===== src/rtl/retry_buff_ctrl.sv =====
// retry_buff_ctrl: retry buffer write/replay sequencing with free-entry backpressure.
// A replay re-reads every unacknowledged entry, oldest first, ending just behind wr_ptr.
module retry_buff_ctrl #(
    parameter int         BUFF_DEPTH   = 64,
    parameter int         ADDR_WIDTH   = 6,
    parameter logic [7:0] STALL_THRESH = 8'd1
) (
    input  logic                  i_clk,
    input  logic                  i_rst_n,
    input  logic                  i_tx_flit_valid,
    output logic                  o_tx_flit_ready,
    input  logic [7:0]            i_retry_num_free_buff,
    input  logic                  i_replay_req,
    output logic                  o_controller_wr_en,
    output logic [ADDR_WIDTH-1:0] o_wr_addr,
    output logic [7:0]            o_wr_seq,
    output logic                  o_rd_en,
    output logic [ADDR_WIDTH-1:0] o_rd_addr,
    output logic                  o_replay_active,
    output logic                  o_replay_done
);
    typedef enum logic [1:0] {NORMAL, STALL, REPLAY_LOAD, REPLAY} state_t;
    state_t                state;
    logic [ADDR_WIDTH-1:0] wr_ptr;
    logic [ADDR_WIDTH-1:0] rd_ptr;
    logic [7:0]            seq_cnt;
    logic [ADDR_WIDTH:0]   pend;
    logic [ADDR_WIDTH:0]   load_pend;
    logic                  above;

    assign above = i_retry_num_free_buff > STALL_THRESH;
    // Entries in flight = depth minus free entries, with free clamped to the depth.
    assign load_pend = (int'(i_retry_num_free_buff) >= BUFF_DEPTH) ? '0
                     : (ADDR_WIDTH+1)'(BUFF_DEPTH - int'(i_retry_num_free_buff));
    // Gated by reset so no flit is accepted into a buffer whose pointers are being cleared.
    assign o_tx_flit_ready    = i_rst_n && state == NORMAL && above;
    assign o_controller_wr_en = i_tx_flit_valid && o_tx_flit_ready;
    assign o_wr_addr          = wr_ptr;
    assign o_wr_seq           = seq_cnt;
    assign o_rd_en            = state == REPLAY;
    assign o_rd_addr          = rd_ptr;
    assign o_replay_active    = state == REPLAY_LOAD || state == REPLAY;

    always_ff @(posedge i_clk) begin
        if (!i_rst_n) begin
            state         <= NORMAL;
            wr_ptr        <= '0;
            rd_ptr        <= '0;
            seq_cnt       <= '0;
            pend          <= '0;
            o_replay_done <= 1'b0;
        end else begin
            o_replay_done <= 1'b0;
            if (o_controller_wr_en) begin
                wr_ptr  <= wr_ptr + 1'b1;
                seq_cnt <= seq_cnt + 1'b1;
            end
            case (state)
                NORMAL: begin
                    if (i_replay_req) state <= REPLAY_LOAD;
                    else if (!above)  state <= STALL;
                end
                STALL: begin
                    if (i_replay_req) state <= REPLAY_LOAD;
                    else if (above)   state <= NORMAL;
                end
                REPLAY_LOAD: begin
                    pend   <= load_pend;
                    rd_ptr <= wr_ptr - load_pend[ADDR_WIDTH-1:0];
                    if (load_pend == '0) begin
                        o_replay_done <= 1'b1;
                        state         <= above ? NORMAL : STALL;
                    end else begin
                        state <= REPLAY;
                    end
                end
                REPLAY: begin
                    rd_ptr <= rd_ptr + 1'b1;
                    pend   <= pend - 1'b1;
                    if (pend == (ADDR_WIDTH+1)'(1)) begin
                        o_replay_done <= 1'b1;
                        state         <= above ? NORMAL : STALL;
                    end
                end
            endcase
        end
    end
endmodule


===== config.mk =====
export PLATFORM = sky130hd
export DESIGN_NAME = retry_buff_ctrl
export DESIGN_NICKNAME = d
export VERILOG_FILES = /design/src/rtl/retry_buff_ctrl.sv
export SDC_FILE = /design/constraint.sdc
export NUM_CORES = 1
export LEC_CHECK = 0
export BUFFER_PORTS_ARGS = -buffer_cell sky130_fd_sc_hd__buf_2
export CORE_ASPECT_RATIO = 0.8
export CORE_UTILIZATION = 50
export DETAILED_ROUTE_END_ITERATION = 8
export GPL_TIMING_DRIVEN = 1
export PLACE_DENSITY = 0.8
export SLEW_MARGIN = 40
export SYNTH_ARGS = -nofsm -noshare
export SYNTH_HDL_FRONTEND = slang
export SYNTH_SLANG_ARGS = --single-unit

===== constraint.sdc =====
create_clock -name i_clk -period 2.5 [get_ports i_clk]
set_input_delay 0.25 -clock i_clk [delete_from_list [all_inputs] [get_ports i_clk]]
set_output_delay 0.25 -clock i_clk [all_outputs]
set_load 0.01 [all_outputs]

### Word level (Yosys, flattened, before mapping)

Cells that the tools add are included.

* add/sub/neg operators: 6
* $lt $le $gt $ge: 2
* eq/ne operators: 7
* multiplexer cells: 14
* reduce and logical (&&, ||, !) cells: 8

Operators with widths (count)
* 7-bit one-hot mux with 2 select lines: 1
* 6-bit by 1-bit adder with 6-bit output (second input constant): 2
* 2-bit 2-to-1 mux: 6
* 6-bit one-hot mux with 2 select lines: 1
* 8-bit by 1-bit adder with 8-bit output (second input constant): 1
* 8-bit by 7-bit >= comparator with 1-bit output (second input constant): 1
* 8-bit by 1-bit > comparator with 1-bit output (second input constant): 1
* 2-bit one-hot mux with 4 select lines: 1
* 7-bit by 1-bit equality test with 1-bit output (second input constant): 1
* 7-bit logical NOT: 1
* 7-bit 2-to-1 mux: 1
* 7-bit by 1-bit subtractor with 7-bit output (second input constant): 1
* 7-bit subtractor (first input constant): 1
* 3-bit inequality test (second input constant): 2
* 6-bit subtractor: 1
* 2-bit equality test (second input constant): 2
* 1-bit logical AND: 3
* 1-bit 2-to-1 mux: 3
* 3-bit AND reduction: 1
* 2-bit by 1-bit equality test with 1-bit output (second input constant): 1
* 2-bit logical NOT: 1
* 2-bit by 1-bit inequality test with 1-bit output (second input constant): 1
* 1-bit one-hot mux with 2 select lines: 1
* 2-bit nonzero test: 1
* 1-bit logical OR: 1

* register bits: 30

### Longest topological paths before layout

Gate-level depths: netlist (run 1).

* depth in word-level cells: 5
* mapped depth: 10
* mapped depth without buffers: 10

### Worst setup path after synthesis (run 1)

Ideal clock, no wire load.

* kind: input port to flip-flop
* start point: input port i_retry_num_free_buff[2]
* end point: register rd_ptr[5], in the netlist o_rd_addr[5]
* arrival: 1941 ps
* data required time: 2367 ps
* setup slack: 426 ps
* cell stages on the path: 8
* buffers on the path: 0
* cells stage by stage: or4_2 -> nand3_1 -> ha_1 -> o21a_1 -> o31a_1 -> o22a_1 -> o41ai_1 -> a31oi_1

* word-level cells in the longest chain between the ends: 4
* elaborated cells on any way between the ends: 5
* those cells by class: add/sub (2); order compare (1); mux (2)

RTL lines
* start, declared: RTL line 12 `input logic [7:0] i_retry_num_free_buff,`
* 7-bit subtractor or 8-bit by 7-bit >= comparator with 1-bit output (tied branches): RTL line 34, 33
* 7-bit 2-to-1 mux (*): RTL line 33 `assign load_pend = (int'(i_retry_num_free_buff) >= BUFF_DEPTH) ? '0`
* 6-bit subtractor (*): RTL line 69 `rd_ptr <= wr_ptr - load_pend[ADDR_WIDTH-1:0];`
* 6-bit one-hot mux with 2 select lines (*): RTL line 58 `case (state)`
* end signal, assigned: RTL line 69
* end signal, assigned: RTL line 78 `rd_ptr <= rd_ptr + 1'b1;`
* end, declared: RTL line 25 `logic [ADDR_WIDTH-1:0] rd_ptr;`

Mark *: on every way between the ends. The rest lies on a longest branch, timed or not.
A chain may end at the register's enable or synchronous reset.

### Worst setup path in the final report (run 1)

Same ends and word-level chain as after synthesis.

==> results of run 1 <==
## path summary, 6_finish.rpt
path                                  from            to  slack [ns]  depth (start not counted)
hold reg to reg                o_wr_seq[4]   o_wr_seq[4]        0.52                          1
setup reg to reg              o_wr_addr[0]  o_rd_addr[4]        0.64                          8
hold / removal                     i_rst_n       pend[4]        0.30                          2
setup / recovery  i_retry_num_free_buff[2]  o_rd_addr[5]        0.46                          9
## metrics by stage
stage / instances / utilization / instance area (um^2) / setup WS [ns]
after global routing: 310 / 0.626 / 2190 / 0.277
after CTS: 310 / 0.626 / 2190 / 0.469
after floorplan: 228 / - / 1870 / 0.426
final: 310 / 0.626 / 2190 / 0.464
after detailed placement: 302 / 0.600 / 2100 / 0.170
after global placement: 302 / 0.600 / 2100 / 0.220
## cell families (layout without fill, tap and decap cells)
kind of cell               Yosys count  after routing  synth area share
AOI/OAI and AO/OA                   51             51             0.196
xor gates and xnor gates            14             14            0.0657
adders and majority gates           13             13            0.0912
buffers and inverters               22             62            0.0449
DFF                                 30             30             0.322
muxes                                3              3            0.0161
and+or+nand+nor                     95             95             0.264
## cell type report
type                            count  area (um^2)
Multi-Input combinational cell    176         1180
Clock buffer                        7         86.3
Inverter                           14         52.6
Fill cell                         320         1310
Tap cell                           42         52.6
Sequential cell                    30          601
Clock inverter                      1         5.00
Timing Repair Buffer               40          210
## routing by layer
layer,GRT usage,vias up,share of wire
li1,-,902,-
met2,0.356,46,0.45
met4,0.0657,0,0.0056
met5,0,-,0
met1,0.334,828,0.49
met3,0.0718,2,0.057
## registers in the layout, indices dropped and copies added, names as in the netlist
| register | flops |
|---|---|
| pend | 7 |
| state | 2 |
| o_wr_seq | 8 |
| o_wr_addr | 6 |
| o_replay_done | 1 |
| o_rd_addr | 6 |
## power by group through the flow
stage                     clock, mW  sequential [mW]  combinational [mW]
after floorplan                   0            0.541               0.164
after detailed placement          0            0.540               0.241
after global placement            0            0.539               0.237
after global routing          0.434            0.533               0.275
after CTS                     0.405            0.529               0.243
final                         0.398            0.530               0.244
## worst max-delay path, cell delays in order
cell and delay (ns):
buf_2 0.13, or4_2 0.66, nand3_1 0.15, ha_1 0.27, o21a_1 0.11, o31a_1 0.11, o22a_1 0.20, o41ai_1 0.23
a31oi_1 0.06
## synthesized netlist by cell type (all sizes together), types with 5 or more instances
cell type  number  area [um^2]
dfxtp          30          601
inv            13         48.8
nor2           24         90.1
a211oi          5         37.5
nand2          24         90.1
nand3           8         40.0
nor3            9         45.0
a21oi          13         65.1
clkbuf          7         27.5
xnor2           6         52.6
or3             5         37.5
ha             12          150
o21ai           7         35.0
xor2            8         70.1
==> results by group, run 1 <==
Clocking
  – TritonCTS clock tree: done
  – Num CTS Buffers: 5
  – Clock tree sinks: 30
  – CTS clk-pin slew, worst paths: 0.07 ns
  – Hold-fix buffers, CTS: 0
  – Setup Buffers After CTS: 0
  – Htree depth: 2
  – Worst skew pair latency: 0.28 ns
  – Root Driver: clkbuf_8
  – Resized Gates After CTS: 0
  – Max Buffers Root-to-Sink: 2

Power
  – Combinational share of power: 0.208
  – Seq pwr share: 0.452
  – Pwr Total: 1.17 mW
  – PwrDens: 535 nW/um^2
  – Power Internal: 0.826 mW
  – Net Sw Frac: 0.295
  – Maximum vdd drop: 0.311 mV
  – Psw: 0.346 mW
  – Pleak: 0.944 nW
  – Clock power share: 0.340

Setup path
  – Data required, critical path: 2.64 ns
  – CP max FO: 5
  – Setup crit start kind: input port
  – Worst endpoint data arrival time: 2.18 ns
  – Worst Setup End Kind: register
  – Crit Path Category: in2reg

Yosys
  – Library cells used by synthesis: 55
  – Synthesized area: 1870 um^2
  – FF+latch count, synth: 30
  – Synthesized net count: 253
  – Synth async-reset ratio: 0
  – Number of synthesized flops with an enable pin: 0
  – Top FF cell, synth: dfxtp_1
  – Sequential area share after synthesis: 0.322
  – Synth Instances: 228
  – YS warnings: 0
  – Syn_area_per_cell: 8.18 um^2

Place
  – IO Port Bufs: 36
  – Dpl hpwl: 3380 um
  – Gp weighted congestion: 0.828

Global route
  – Largest net degree at the start of global routing: 21
  – Tot GR Track Use: 0.239
  – Global-route wire length before repair: 7370 um
  – Number of global-route vias before repair: 1522
  – Initial antenna violation count: 0
  – Grt ovf: 0

Finish
  – # diodes: 0
  – Most frequent cells in the layout: buf_2, dfxtp_1, nor2_1, nand2_1, a21oi_1
  – Share of cells above drive strength 1: 0.216
  – Final nets: 292
  – Syn-to-layout area delta: 17.3%
  – Most common cell after layout, fill and taps aside: buf_2

Die
  – Core area: 3490 um^2
  – Initial core utilization: 0.534
  – Cell Rows: 19
  – Io pins: 37
  – Die area: 3980 um^2
  – Die Width: 70.3 um
  – Vert. Die Dim: 56.6 um

STA
  – Fmax: 0.491 GHz
  – Slew margin rel.: 0.658
  – RSZ-0062 raised after global routing: no
  – Hold_ws: 0.300 ns
  – Period utilization: 0.814
  – Setup TNS: 0 ns
  – Final setup vio count: 0
  – Post-route minimum period: 2.04 ns
  – Max-slew violations: 0
  – Final Hold Vio Count: 0
  – Worst Max-Slew Pin Slew: 0.510 ns
  – Worst Clk Skew: 0.00621 ns

Drt
  – Vias per inst: 5.74
  – Detailed Route Iter0 Violations: 136
  – Via count: 1778
  – Routed wire per std cell: 14.3 um
  – ANT nets after route: 0
  – Drt pass-1 iters: 4
  – Drt drc: 0
  – Final wirelength: 4440 um

Run status
  – Status: completed

Worst hold path
  – HP Class: in2reg

Job
  – # Max-Cap Violations: 0
No activity file was read; power rests on OpenSTA's default activity.
==> run 2: changes to the inputs <==
- clock period: 2.5 -> 2.15 ns (I/O delays scaled with it)
==> results by group, run 2 (synthesized netlist as in run 1, its figures left out) <==
Die
  – Die Width: 70.3 um
  – Initial core utilization: 0.534
  – Io pins: 37
  – Core area: 3490 um^2
  – Cell Rows: 19
  – Die area: 3980 um^2
  – Vert. Die Dim: 56.6 um

Power
  – Seq pwr share: 0.441
  – Psw: 0.415 mW
  – Combinational share of power: 0.220
  – Net Sw Frac: 0.298
  – Power Internal: 0.977 mW
  – Pleak: 1.01 nW
  – Clock power share: 0.339
  – Maximum vdd drop: 0.464 mV
  – PwrDens: 609 nW/um^2

Finish
  – Design area: 2290 um^2
  – Util after Layout: 0.654
  – Post-route insts no fill: 323
  – Final nets: 305
  – Share of cells above drive strength 1: 0.253
  – Syn-to-layout area delta: 22.5%
  – # diodes: 0
  – Most common cell after layout, fill and taps aside: buf_2
  – Most frequent cells in the layout: buf_2, dfxtp_1, nor2_1, nand2_1, buf_4
  – Max reg flops: 8

Drt
  – Detailed Route Iter0 Violations: 104
  – Drt pass-1 iters: 4
  – ANT nets after route: 0
  – Drt drc: 0
  – Routed wire per std cell: 14.2 um
  – Final wirelength: 4590 um
  – Vias per inst: 5.68
  – Via count: 1834

Setup path
  – CP max FO: 3
  – Worst Setup End Kind: register
  – Worst endpoint data arrival time: 2.15 ns
  – Data required, critical path: 2.31 ns
  – Setup crit start kind: input port
  – Crit Path Category: in2reg

Global route
  – Tot GR Track Use: 0.242
  – Grt ovf: 0
  – Initial antenna violation count: 0
  – Largest net degree at the start of global routing: 21
  – Number of global-route vias before repair: 1688
  – Global-route wire length before repair: 7450 um

STA
  – Slew margin rel.: 0.693
  – Worst Clk Skew: 0.00380 ns
  – Post-route minimum period: 1.99 ns
  – Final Hold Vio Count: 0
  – Hold_ws: 0.347 ns
  – Worst Max-Slew Pin Slew: 0.456 ns
  – Fmax: 0.503 GHz
  – Final setup vio count: 0
  – Max-slew violations: 0
  – Setup TNS: 0 ns
  – Period utilization: 0.924
  – RSZ-0062 raised after global routing: no

Place
  – Placed insts: 315
  – Dpl cell area: 2190 um^2
  – IO Port Bufs: 36
  – Gp weighted congestion: 0.845
  – Dpl hpwl: 3560 um

Run status
  – Status: completed

Clocking
  – Htree depth: 2
  – Clock tree sinks: 30
  – Root Driver: clkbuf_8
  – Setup Buffers After CTS: 0
  – CTS clk-pin slew, worst paths: 0.06 ns
  – Max Buffers Root-to-Sink: 2
  – TritonCTS clock tree: done
  – Hold-fix buffers, CTS: 0
  – Num CTS Buffers: 5
  – Resized Gates After CTS: 0
  – Worst skew pair latency: 0.28 ns

Worst hold path
  – HP Class: in2reg

Job
  – # Max-Cap Violations: 0
==> run 2: cell count changes in the layout (fill, tap and decap cells not counted), sizes merged <==
| cell | previous run | this run |
|---|---|---|
| buf | 40 | 53 |
==> run 2: worst max-delay path, stage by stage <==
cell     delay [ns]
buf_2          0.10
or4_2          0.65
nand3_1        0.15
ha_1           0.27
o21a_1         0.12
o31a_1         0.11
o22a_1         0.20
o41ai_1        0.26
a31oi_1        0.07
==> run 2: path summary, 6_finish.rpt <==
| kind | startpoint | depth (start not counted) | end | slack (ns) |
|---|---|---|---|---|
| min | i_rst_n | 3 | state[0] | 0.35 |
| max | i_retry_num_free_buff[2] | 9 | o_rd_addr[5] | 0.16 |
| max reg2reg | state[0] | 6 | o_wr_seq[7] | 0.28 |
| min reg2reg | o_wr_seq[1] | 2 | o_wr_seq[1] | 0.52 |
==> run 2: per-stage QoR <==
stage	total power [mW]	setup WS, ns
2_1_floorplan	0.820	0.111
4_1_cts	1.40	0.179
3_3_place_gp	0.920	-0.0520
3_5_place_dp	0.926	-0.113
5_1_grt	1.46	0.0786
6_report	1.39	0.162
==> run 2: metal layers <==
layer / GRT usage / part of all wire
met3: 0.0485 / 0.036
met4: 0.134 / 0.027
met5: 0 / 0
met1: 0.306 / 0.47
met2: 0.386 / 0.46
==> run 2: area by class of cell <==
cell class	instances	area, um^2
inverter	14	52.6
multi-input combinational	176	1180
timing repair buffer	53	308
clock inverter	1	5.00
clock buffer	7	86.3
tap	42	52.6
sequential	30	601
fill	304	1210
==> run 2: power by group through the flow <==
stage	registers (mW)	clock network [mW]	logic [mW]
2_1_floorplan	0.629	0	0.191
3_3_place_gp	0.625	0	0.295
3_5_place_dp	0.626	0	0.300
4_1_cts	0.613	0.479	0.304
5_1_grt	0.617	0.503	0.339
6_report	0.614	0.472	0.306
